$ cat src/rtl/disp_scan_ctrl.sv
// disp_scan_ctrl
// Time-multiplexed display scheduler for the century clock. One shared
// binary-to-BCD decoder is stepped across six time fields (sec, min, hour,
// day, month, year-of-century), and a 12-digit multiplexed 7-segment bank
// is driven one digit at a time.
//
// Each digit slot lasts SCAN_DIV cycles and walks through three states:
//   ADDR  (slot 0)             : dec_a is loaded with the field for this digit
//   LATCH (slot 1)             : digit_val is loaded from the decoder
//   SHOW  (slots 2..SCAN_DIV-1): the digit enable is driven
// ADDR and LATCH together form the inter-digit dead time, so the old and new
// digit never overlap on the pads.
//
// Ports:
//   clk, rst_n          system clock, asynchronous active-low reset
//   enable              1 = scan running, 0 = display off (all outputs 0)
//   sec..year           binary time fields, 7 bits each
//   edit_sel            0 = no edit, 1..6 = field blinking (1=sec .. 6=year)
//   dec_a               value presented to the shared decoder
//   dec_unit, dec_tens  decoder result, combinational from dec_a
//   digit_val           BCD value for the active digit (11 = error glyph)
//   digit_en            one-hot digit enable, bit 2f = units of field f
//   frame_tick          high during the final cycle of each 12-digit frame
//
// Handshake: there is no valid/ready flow on this block. The decoder is a
// pure combinational function of dec_a, sampled one cycle after dec_a loads.
//
// All outputs are registered. Each one is computed from the next state, so
// digit_en is high exactly while state_q is SHOW.
module disp_scan_ctrl #(
  parameter int SCAN_DIV   = 50000,
  parameter int BLINK_LOG2 = 5
) (
  input  logic        clk,
  input  logic        rst_n,
  input  logic        enable,
  input  logic [6:0]  sec,
  input  logic [6:0]  min,
  input  logic [6:0]  hour,
  input  logic [6:0]  day,
  input  logic [6:0]  mon,
  input  logic [6:0]  year,
  input  logic [2:0]  edit_sel,
  output logic [6:0]  dec_a,
  input  logic [3:0]  dec_unit,
  input  logic [3:0]  dec_tens,
  output logic [3:0]  digit_val,
  output logic [11:0] digit_en,
  output logic        frame_tick
);

  localparam int SW = $clog2(SCAN_DIV);
  localparam int FW = BLINK_LOG2 + 1;
  localparam logic [SW-1:0] SLOT_LAST = SW'(SCAN_DIV - 1);

  typedef enum logic [1:0] {
    IDLE  = 2'd0,
    ADDR  = 2'd1,
    LATCH = 2'd2,
    SHOW  = 2'd3
  } state_e;

  state_e          state_q, state_d;
  logic [SW-1:0]   slot_q, slot_d;
  logic [3:0]      idx_q, idx_d;
  logic [FW-1:0]   frame_cnt_q, frame_cnt_d;
  logic [5:0][6:0] snap_q, snap_d;
  logic [6:0]      dec_a_q, dec_a_d;
  logic [3:0]      digit_val_q, digit_val_d;
  logic [11:0]     digit_en_q, digit_en_d;
  logic            frame_tick_q, frame_tick_d;

  logic [5:0][6:0] live;
  logic [2:0]      fld_q, fld_d;
  logic            blank_d;

  assign live  = {year, mon, day, hour, min, sec};
  assign fld_q = idx_q[3:1];
  assign fld_d = idx_d[3:1];

  always_comb begin
    state_d      = state_q;
    slot_d       = slot_q;
    idx_d        = idx_q;
    frame_cnt_d  = frame_cnt_q;
    snap_d       = snap_q;
    dec_a_d      = dec_a_q;
    digit_val_d  = digit_val_q;
    digit_en_d   = 12'd0;
    frame_tick_d = 1'b0;
    blank_d      = 1'b0;

    case (state_q)
      IDLE: begin
        state_d = ADDR;
        slot_d  = '0;
        idx_d   = 4'd0;
      end
      ADDR: begin
        state_d = LATCH;
        slot_d  = SW'(1);
        // Digit 0 captures the whole frame's sample and feeds the decoder
        // straight from the live inputs, because the snapshot is being
        // written on this same edge.
        if (idx_q == 4'd0) begin
          snap_d  = live;
          dec_a_d = live[0];
        end else begin
          dec_a_d = snap_q[fld_q];
        end
      end
      LATCH: begin
        state_d     = SHOW;
        slot_d      = SW'(2);
        digit_val_d = idx_q[0] ? dec_tens : dec_unit;
      end
      SHOW: begin
        if (slot_q == SLOT_LAST) begin
          state_d = ADDR;
          slot_d  = '0;
          if (idx_q == 4'd11) begin
            idx_d       = 4'd0;
            frame_cnt_d = frame_cnt_q + FW'(1);
          end else begin
            idx_d = idx_q + 4'd1;
          end
        end else begin
          slot_d = slot_q + SW'(1);
        end
      end
      default: state_d = IDLE;
    endcase

    // edit_sel 0 and 7 never match, because fld_d + 1 only spans 1..6.
    blank_d = (edit_sel == (fld_d + 3'd1)) && frame_cnt_d[BLINK_LOG2];
    if (state_d == SHOW && !blank_d) begin
      digit_en_d = 12'd1 << idx_d;
    end
    frame_tick_d = (state_d == SHOW) && (idx_d == 4'd11) && (slot_d == SLOT_LAST);

    // Display off: park everything except the snapshot. A later re-enable
    // takes a fresh snapshot at digit 0 anyway.
    if (!enable) begin
      state_d      = IDLE;
      slot_d       = '0;
      idx_d        = 4'd0;
      frame_cnt_d  = '0;
      dec_a_d      = 7'd0;
      digit_val_d  = 4'd0;
      digit_en_d   = 12'd0;
      frame_tick_d = 1'b0;
    end
  end

  always_ff @(posedge clk or negedge rst_n) begin
    if (!rst_n) begin
      state_q      <= IDLE;
      slot_q       <= '0;
      idx_q        <= 4'd0;
      frame_cnt_q  <= '0;
      snap_q       <= '0;
      dec_a_q      <= 7'd0;
      digit_val_q  <= 4'd0;
      digit_en_q   <= 12'd0;
      frame_tick_q <= 1'b0;
    end else begin
      state_q      <= state_d;
      slot_q       <= slot_d;
      idx_q        <= idx_d;
      frame_cnt_q  <= frame_cnt_d;
      snap_q       <= snap_d;
      dec_a_q      <= dec_a_d;
      digit_val_q  <= digit_val_d;
      digit_en_q   <= digit_en_d;
      frame_tick_q <= frame_tick_d;
    end
  end

  assign dec_a      = dec_a_q;
  assign digit_val  = digit_val_q;
  assign digit_en   = digit_en_q;
  assign frame_tick = frame_tick_q;

endmodule

$ cat config.mk
export PLATFORM = sky130hd
export DESIGN_NAME = disp_scan_ctrl
export DESIGN_NICKNAME = d
export VERILOG_FILES = /design/src/rtl/disp_scan_ctrl.sv
export SDC_FILE = /design/constraint.sdc
export NUM_CORES = 1
export LEC_CHECK = 0
export BUFFER_PORTS_ARGS = -buffer_cell sky130_fd_sc_hd__buf_2
export CORE_AREA = 2 2 101 103
export CTS_BUF_LIST = sky130_fd_sc_hd__clkbuf_16
export DETAILED_ROUTE_END_ITERATION = 10
export DIE_AREA = 0 0 103 105
export HOLD_SLACK_MARGIN = 0.15
export PLACE_DENSITY_LB_ADDON = 0.15
export SLEW_MARGIN = 0
export SYNTH_ARGS = -nofsm -noshare
export SYNTH_HDL_FRONTEND = slang
export SYNTH_SLANG_ARGS = --single-unit
export TNS_END_PERCENT = 100
$ cat constraint.sdc
create_clock -name clk -period 8.7 [get_ports clk]
set_clock_uncertainty 0.2 [all_clocks]
set_input_delay 0.87 -clock clk [delete_from_list [all_inputs] [get_ports clk]]
set_output_delay 0.87 -clock clk [all_outputs]
set_load 0.005 [all_outputs]
==> results of run 1 <==
[power groups by stage]
| stage | logic, µW | clock network (µW) | registers, µW |
|---|---|---|---|
| floorplan | 97.1 | 0 | 517 |
| global placement | 140 | 0 | 523 |
| detailed placement | 143 | 0 | 526 |
| CTS | 144 | 396 | 518 |
| global route | 158 | 411 | 524 |
| finish | 141 | 387 | 517 |
[cells by family after synthesis]
kind of cell,count (synthesis),share of synthesized area
mux,68,0.164
flops,94,0.497
simple gates,140,0.159
buf+inv,30,0.0280
xor+xnor,22,0.0408
fa+ha+maj,9,0.0238
compound gates,52,0.0865
[worst reg2reg max path: stages, from the launching register on]
cell,delay (ns)
dfrtp_1,0.43
inv_1,0.14
ha_1,0.38
and4b_1,0.28
and4_1,0.35
nand2_1,0.13
mux2i_2,0.43
nor3_1,0.13
ha_1,0.27
xor2_1,0.31
o21ai_0,0.15
a21o_1,0.18
o221a_2,0.26
o311ai_2,0.31
nor3_1,0.09
[cell usage in the layout, fill, tap and decap left out, types with 3 or more instances in the layout]
master      n
buf_4       3
a21oi_1    11
o211ai_1    4
inv_1      13
nor2_1     51
buf_2      78
nand3b_1    3
nand4_1     9
and3_1      5
nand3_1    11
nand2_1    22
o21ai_0     8
xor2_1     13
and2_1      3
a211oi_1    6
clkbuf_16   9
nor4_2      3
mux2_2     43
ha_1        9
mux4_2      3
a221oi_1    4
nor3_1     10
xnor2_1     9
o221ai_1    4
nor4_1      5
mux2i_1    21
dfrtp_1    94
[registers in the layout, indices dropped and copies added (netlist names)]
name         cells
digit_en        12
idx_q            4
slot_q          16
snap_q          42
frame_cnt_q      6
frame_tick       1
state_q          2
dec_a            7
digit_val        4
[synth_stat cells, types with 3 or more instances]
cell / instances / area (µm²)
a21oi_1: 11 / 55.1
buf_2: 7 / 35.0
o221ai_1: 4 / 35.0
nand3_1: 11 / 55.1
nor4_2: 3 / 37.5
o21ai_0: 8 / 40.0
clkbuf_1: 9 / 33.8
mux2i_1: 21 / 210
nand3b_1: 3 / 22.5
dfrtp_1: 94 / 2350
nor2_1: 52 / 195
and2_1: 3 / 18.8
nand4_1: 9 / 56.3
and3_1: 5 / 31.3
o211ai_1: 4 / 30.0
mux4_2: 3 / 67.6
ha_1: 9 / 113
a221oi_1: 4 / 35.0
a211oi_1: 6 / 45.0
mux2_2: 43 / 484
xnor2_1: 9 / 78.8
nand2_1: 22 / 82.6
inv_1: 12 / 45.0
xor2_1: 13 / 114
nor4_1: 5 / 31.3
nor3_1: 10 / 50.1
[final cells by class]
| class | instances | area [µm²] |
|---|---|---|
| Inverter | 12 | 45.0 |
| Clock inverter | 7 | 66.3 |
| Clock buffer | 9 | 225 |
| Fill cell | 898 | 4120 |
| Tap cell | 133 | 166 |
| Multi-Input combinational cell | 291 | 2250 |
| Timing Repair Buffer | 81 | 413 |
| Sequential cell | 94 | 2350 |
[stage by stage]
step	total power (µW)	std cells
CTS	1060	627
global route	1090	627
floorplan	614	415
finish	1050	627
detailed placement	669	611
global placement	663	611
[how the worst min path moves through the flow]
stage | start | to | slack (ns) | cells after the start
after floorplan | snap_q[15] | snap_q[15] | 0.28 | 1
after global placement | snap_q[6] | snap_q[6] | 0.28 | 1
after detailed placement | snap_q[27] | snap_q[27] | 0.29 | 1
after CTS | rst_n | digit_en[5] | 0.24 | 1
after global routing | rst_n | digit_en[5] | 0.26 | 1
final | rst_n | digit_en[5] | 0.23 | 1
[per-layer routing]
metal	GRT usage	share of wire	routed length [µm]	vias to the layer above
li1	-	-	-	1653
met1	0.266	0.44	4380	1683
met2	0.326	0.49	4920	74
met3	0.0448	0.049	493	13
met4	0.0808	0.017	165	0
met5	0	0	0	-
==> metrics, run 1 <==
worst-path cell chain inv_1, ha_1, and4b_1, and4_1, nand2_1, mux2i_2, nor3_1, ha_1, xor2_1, o21ai_0, a21o_1, o221a_2, o311ai_2, nor3_1; cells after synthesis 415; post_cts resized 0; total number of vias 3423; CP max stage delay 0.43 ns; Pint 785 µW; clock sink total 94; slew margin rel. 0.233; Ports 80; reg-to-reg critical path startpoint state_q[0]; WP buf/inv 1; final core utilization 0.573; EDFF count, synth 0; Initial Util 0.491; CP Class flip-flop to flip-flop; Reg power frac 0.495; Die W 103 µm; Layout Nets 554; final hold slack 0.232 ns; port bufs 79; delay-heaviest family, CP simple AND/OR/NAND/NOR gates; syn_area_per_cell 11.4 µm²; worst min path class input port to async pin; standard-cell rows 36; FMAX 239 MHz; setup TNS 0 ns; placed instance area 0.00523 mm²; WP data arrival 4.20 ns; Pins Over Slew Limit 0; vias in the first global route 3664; Congestion Overflow GR 0; drt pass-1 iters 4; Clock Tree Root clkbuf_16; maximum VDD drop 0.135 mV; final setup vio count 0; Switching Share 0.249; TritonCTS clock tree built; RD Place Congestion 0.844; design area 0.00552 mm²; H-tree levels 3; RSZ-0062 raised after global routing false; Final period util 0.482; Synth cell types 57; measured slew at the worst slew-check pin 1.15 ns; status finished, final reports clean; Fin. Hold Viols 0; worst setup margin 4.51 ns; Area Growth Syn to Fin 16.7%; Gate power share 0.135; hold buffers post-CTS 0; async set or reset register ratio after synthesis 1.00; initial antenna violation count 0; Worst Setup End Kind flip-flop; Max Cap Viol 0; Final ANT Viol Nets 0; R2R cell count 14; Via density 5.46; Setup WS pre-CTS 4.58 ns; global-route wire length before repair 17200 µm; CP max-delay cell dfrtp_1; Yosys warning total 0; sequential cell area fraction in the yosys report 0.497; crit-path max FO 9; share of layout cells above drive strength 1 0.320; Switching Power 260 µW; Worst-Skew Late Latency 0.35 ns; Clock power frac 0.370; drt first-iter violations 94; DPL Wire Length 7280 µm; # DRC 0; Die H 105 µm; core outline area 0.00964 mm²; Inserted Clock Buffers 9; leakage 0.00236 µW; R2R Path End digit_en[7]; Levels on crit path 14; clock-pin transition on the worst setup and hold timing paths 0.07 ns; diodes inserted 0; final wirelength 9960 µm; Critical Path End digit_en[7]; Final min period 4.19 ns; die area 0.0108 mm²; crit path launch state_q[0]; main flop type after synthesis dfrtp_1; pin count of the biggest net entering global routing 67; WL per Instance 15.9 µm; Bufs on Longest Clock Path 2; post-CTS setup buffers 0; required time of the critical path 8.71 ns; R2R setup slack 4.51 ns; power density over the cells 189 mW/mm²; Yosys reg bits 94; crit start category flip-flop; syn_nets 480; Global Route Usage Sum 0.203; Mapped Area 0.00473 mm²
Power figures use the tool's default switching activity.
==> inputs of run 2 (changes only) <==
Clock period 8.7 ns to 3.7 ns, I/O delays scaled along.
==> run 2 against run 1 <==
  * Total power grew 140%
  * Critical endpoint is now digit_en[2]
  * Count of clock-buffer cells in the layout is the same
  * Cell count grew 9.4%
  * Highest routed layer unchanged
  * Critical path depth is the same
  * Worst hold slack lost 0.064 ns
  * Die area is the same
==> metrics, run 2 (synthesis results as in run 1) <==
status finished, final reports clean; TritonCTS clock tree built; Top reg by flops snap_q; post-CTS setup buffers 0; clock-pin transition on the worst setup and hold timing paths 0.07 ns; drt first-iter violations 126; FMAX 290 MHz; setup TNS 0 ns; RSZ-0062 raised after global routing false; design area 0.00609 mm²; Inserted Clock Buffers 9; drt pass-1 iters 4; most frequent cells in the layout dfrtp_1 (94), buf_2 (78), nor2_1 (51); Global Route Usage Sum 0.218; Bufs on Longest Clock Path 2; port bufs 79; Ports 80; Via density 5.25; maximum VDD drop 0.303 mV; required time of the critical path 3.71 ns; R2R cell count 14; reg-to-reg critical path startpoint state_q[0]; fill count 834; vias in the first global route 3874; DPL Wire Length 7600 µm; Final min period 3.45 ns; Hold Path End digit_val[3]; crit start category flip-flop; clock sink total 94; Worst-Skew Late Latency 0.34 ns; CP Class flip-flop to flip-flop; slew margin rel. 0.569; core outline area 0.00964 mm²; final setup vio count 0; WP data arrival 3.46 ns; worst min path class input port to flip-flop; Die H 105 µm; Post-Layout Cell Count 686; power density over the cells 405 mW/mm²; standard-cell rows 36; global-route wire length before repair 18400 µm; Setup WS pre-CTS 0.102 ns; WHS Path Cells 3; RD Place Congestion 0.862; most frequent CP cell nor3_1; diodes inserted 0; final wirelength 11100 µm; Clock Tree Root clkbuf_16; placed cells 627; pin count of the biggest net entering global routing 47; total number of vias 3603; CP max stage delay 0.34 ns; Area Growth Syn to Fin 28.8%; measured slew at the worst slew-check pin 0.641 ns; Pins Over Slew Limit 0; final hold slack 0.168 ns; Die W 103 µm; Final ANT Viol Nets 0; hold wc startpoint dec_unit[3]; commonest non-fill, non-tap cell in the layout dfrtp_1; Initial Util 0.491; Worst Setup End Kind flip-flop; Fin. Hold Viols 0; share of layout cells above drive strength 1 0.320; placed instance area 0.00536 mm²; worst-path cell chain inv_1, ha_1, and4b_1, and4_1, nand2_1, mux2i_2, nor3_1, ha_2, xor2_2, o21ai_0, a21o_1, o221a_2, o311ai_4, nor3_1; R2R Path End digit_en[2]; initial antenna violation count 0; Largest register FFs 42; H-tree levels 3; Layout Nets 613; Final period util 0.932; R2R setup slack 0.25 ns; Max Cap Viol 0; CP max-delay cell dfrtp_1; crit-path max FO 4; worst setup margin 0.253 ns; WL per Instance 16.2 µm; Congestion Overflow GR 0; # DRC 0; leakage 0.00261 µW; die area 0.0108 mm²
==> run 2: cell count changes in the layout (fill, tap and decap cells not counted), sizes merged <==
cell,before,now
bufinv,1,0
inv,13,15
buf,81,97
clkinv,3,2
dlygate4sd3,0,43
==> run 2: how the worst max path moves through the flow <==
stage	startpoint	to	slack, ns	cells past startpoint
after floorplan	state_q[1]	digit_en[6]	0.07	15
after global placement	state_q[0]	digit_en[2]	0.25	14
after detailed placement	state_q[0]	digit_en[2]	0.10	14
after CTS	state_q[0]	digit_en[2]	0.10	14
after global routing	state_q[0]	digit_en[7]	0.005	14
final	state_q[0]	digit_en[2]	0.25	14
==> run 2: power by group <==
group	internal [µW]	switching [µW]	total, µW
Sequential	1150	64.6	1210
Clock	457	402	859
Combinational	219	175	394
==> run 2: final cells by class <==
class | instances | area (µm²) | area share
clock buffer | 9 | 225 | 0.0370
multi-input combinational | 291 | 2270 | 0.374
clock inverter | 7 | 48.8 | 0.00801
inverter | 12 | 45.0 | 0.00740
tap | 133 | 166 | 0.0273
sequential | 94 | 2350 | 0.386
timing repair buffer | 140 | 976 | 0.160
==> run 2: layer usage <==
metal | share of wire | routed length (µm) | GRT usage | vias up
met4 | 0.018 | 196 | 0.0714 | 0
met5 | 0 | 0 | 0 | -
met3 | 0.034 | 377 | 0.0455 | 15
met1 | 0.42 | 4690 | 0.261 | 1759
li1 | - | - | - | 1751
met2 | 0.53 | 5840 | 0.383 | 78
==> run 2: stage by stage <==
stage | total power (µW) | utilization
floorplan | 1440 | -
finish | 2470 | 0.632
CTS | 2480 | 0.629
detailed placement | 1590 | 0.556
global placement | 1570 | 0.556
global route | 2570 | 0.632
==> run 2: critical path: cells and delay by family, from the launching register on <==
family / cells / cell delay, ns
buf+inv: 1 / 0.05
simple gates: 5 / 0.95
flops: 1 / 0.34
xor+xnor: 1 / 0.21
compound gates: 4 / 0.81
mux: 1 / 0.15
fa+ha+maj: 2 / 0.58
==> run 2: timing repair <==
| action | in CTS | in global routing |
|---|---|---|
| endpoints found under the hold margin | 86 | 0 |
| endpoints found under the setup margin | 0 | 4 |
| resized for setup | 0 | 4 |
| hold buffers | 43 | 0 |
==> inputs of run 3 (changes only) <==
Settings changed: ABC_AREA from default to 1, CAP_MARGIN from default to 20.
==> run 3 against run 2 <==
  * Synthesized cell count up 31%
  * Critical path type unchanged
  * Via count up 14%
  * Maximum frequency up 15%
  * Synthesized area up 1.1%
  * Die area unchanged
  * Non-clock buffer count down 4
  * Total power about the same
  * Critical path depth up 4
  * Highest routed layer unchanged
  * Largest power group unchanged
==> metrics, run 3 <==
status finished, final reports clean; Largest register FFs 42; Congestion Overflow GR 0; syn_nets 609; Post-synth top cells dfrtp_1 (94), nor2_1 (87), nand2_1 (71), inv_1 (54), a21oi_1 (41); most frequent cells in the layout dfrtp_1 (94), nor2_1 (87), buf_2 (78); Compound-Gate Fraction of Synth Area 0.103; drt pass-1 iters 4; TritonCTS clock tree built; setup TNS 0 ns; Max Cap Viol 0; Final ANT Viol Nets 0; Worst-Skew Late Latency 0.35 ns; worst setup margin 0.707 ns; standard-cell rows 36; simple-gate share of the synthesized area 0.229; diodes inserted 0; Die W 103 µm; Yosys reg bits 94; final wirelength 11600 µm; crit start category flip-flop; worst min path class input port to flip-flop; Yosys warning total 0; worst-path cell chain inv_1, ha_1, inv_1, nand3_2, clkinv_1, nand2_2, o21ai_4, nand2_2, nor2_1, ha_1, xor2_1, inv_1, nand4_1, nand2_1, nor2_1, nand2_2, nand2_4, nor2_1; share of layout cells above drive strength 1 0.242; total number of vias 4115; crit-path max FO 8; Final min period 2.99 ns; cells after synthesis 544; Setup WS pre-CTS 0.774 ns; RSZ-0062 raised after global routing false; Pins Over Slew Limit 0; post-synthesis adder-cell area fraction 0.0236; Bufs on Longest Clock Path 2; WP data arrival 3.03 ns; core outline area 0.00964 mm²; pin count of the biggest net entering global routing 82; main combinational cell family by area after synthesis simple AND/OR/NAND/NOR gates; Via density 5.07; post-CTS setup buffers 0; Clock Tree Root clkbuf_16; leakage 0.00293 µW; Die H 105 µm; global-route wire length before repair 19600 µm; slew margin rel. 0.364; drt first-iter violations 192; final hold slack 0.214 ns; syn_area_per_cell 8.79 µm²; CP max stage delay 0.42 ns; CP Class flip-flop to flip-flop; Synth cell types 35; RD Place Congestion 0.825; Top reg by flops snap_q; Ports 80; vias in the first global route 4051; # DRC 0; Final period util 0.809; hold buffers post-CTS 51; WL per Instance 14.3 µm; Synth area leaders dfrtp_1 (49%), nor2_1 (6.8%), mux2_2 (6.6%); Layout Nets 739; commonest non-fill, non-tap cell in the layout dfrtp_1; Initial Util 0.496; main flop type after synthesis dfrtp_1; mux share of post-synthesis cell area 0.0743; clock sink total 94; Synth top area share 0.492; Worst Setup End Kind flip-flop; cell taking the most area after synthesis dfrtp_1; most common cell in the netlist dfrtp_1; Global Route Usage Sum 0.231; maximum VDD drop 0.316 mV; Fin. Hold Viols 0; post_cts resized 0; required time of the critical path 3.74 ns; die area 0.0108 mm²; CP max-delay cell dfrtp_1; power density over the cells 403 mW/mm²; placed cells 744; EDFF count, synth 0; sequential cell area fraction in the yosys report 0.492; FMAX 334 MHz; final setup vio count 0; Synth Area in XOR/XNOR 0.0147; Area Growth Syn to Fin 28.2%; Post-Layout Cell Count 812; port bufs 79; Inserted Clock Buffers 9; clock-pin transition on the worst setup and hold timing paths 0.07 ns; DPL Wire Length 8090 µm; async set or reset register ratio after synthesis 1.00; initial antenna violation count 0; final core utilization 0.636; H-tree levels 3; Mapped Area 0.00478 mm²; measured slew at the worst slew-check pin 0.951 ns
==> run 3: metal layers <==
metal / track usage / up-vias / wire [µm]
met3: 0.0462 / 18 / 493
met2: 0.347 / 108 / 5280
met4: 0.0752 / 0 / 217
met1: 0.334 / 1940 / 5630
met5: 0 / - / 0
li1: - / 2049 / -
==> run 3: cell families (layout without fill, tap and decap cells) <==
group                      count (synthesis)  count (layout)
AOI/OAI and AO/OA                         89              89
muxes                                     32              32
adders and majority gates                  9               9
xor gates and xnor gates                   8               8
buffers and inverters                     78             213
and+or+nand+nor                          234             234
DFF                                       94              94
==> run 3: worst max-delay path: cells and delay by family, from the launching register on <==
family | cells | cell delay [ns]
simple gates | 10 | 1.01
fa+ha+maj | 2 | 0.51
flops | 1 | 0.42
buf+inv | 4 | 0.36
compound gates | 1 | 0.21
xor+xnor | 1 | 0.18
==> run 3: cell type report <==
| cell class | count | area, µm² |
|---|---|---|
| fill | 849 | 3510 |
| sequential | 94 | 2350 |
| multi-input combinational | 372 | 2130 |
| timing repair buffer | 136 | 973 |
| inverter | 61 | 229 |
| clock buffer | 9 | 225 |
| tap | 133 | 166 |
| clock inverter | 7 | 55.1 |
==> run 3: final timing paths <==
kind	from	to	slack, ns	cells past startpoint
min in group asynchronous	rst_n	slot_q[8]	0.32	2
max in group asynchronous	rst_n	snap_q[41]	2.41	3
setup / recovery	state_q[0]	digit_en[4]	0.71	18
setup reg to reg	state_q[0]	digit_en[4]	0.71	18
hold reg to reg	dec_a[5]	dec_a[5]	0.28	2
hold / removal	enable	frame_cnt_q[4]	0.21	3
==> run 3: report_power, final <==
group / total [µW] / internal, µW / switching, µW
clock network: 880 / 463 / 417
registers: 1210 / 1150 / 61.9
logic: 382 / 186 / 195
==> run 3: through the flow <==
stage	power [µW]	cell area, µm²
2_1_floorplan	1420	4780
3_3_place_gp	1540	5310
3_5_place_dp	1560	5310
4_1_cts	2480	6100
5_1_grt	2590	6130
6_report	2470	6130
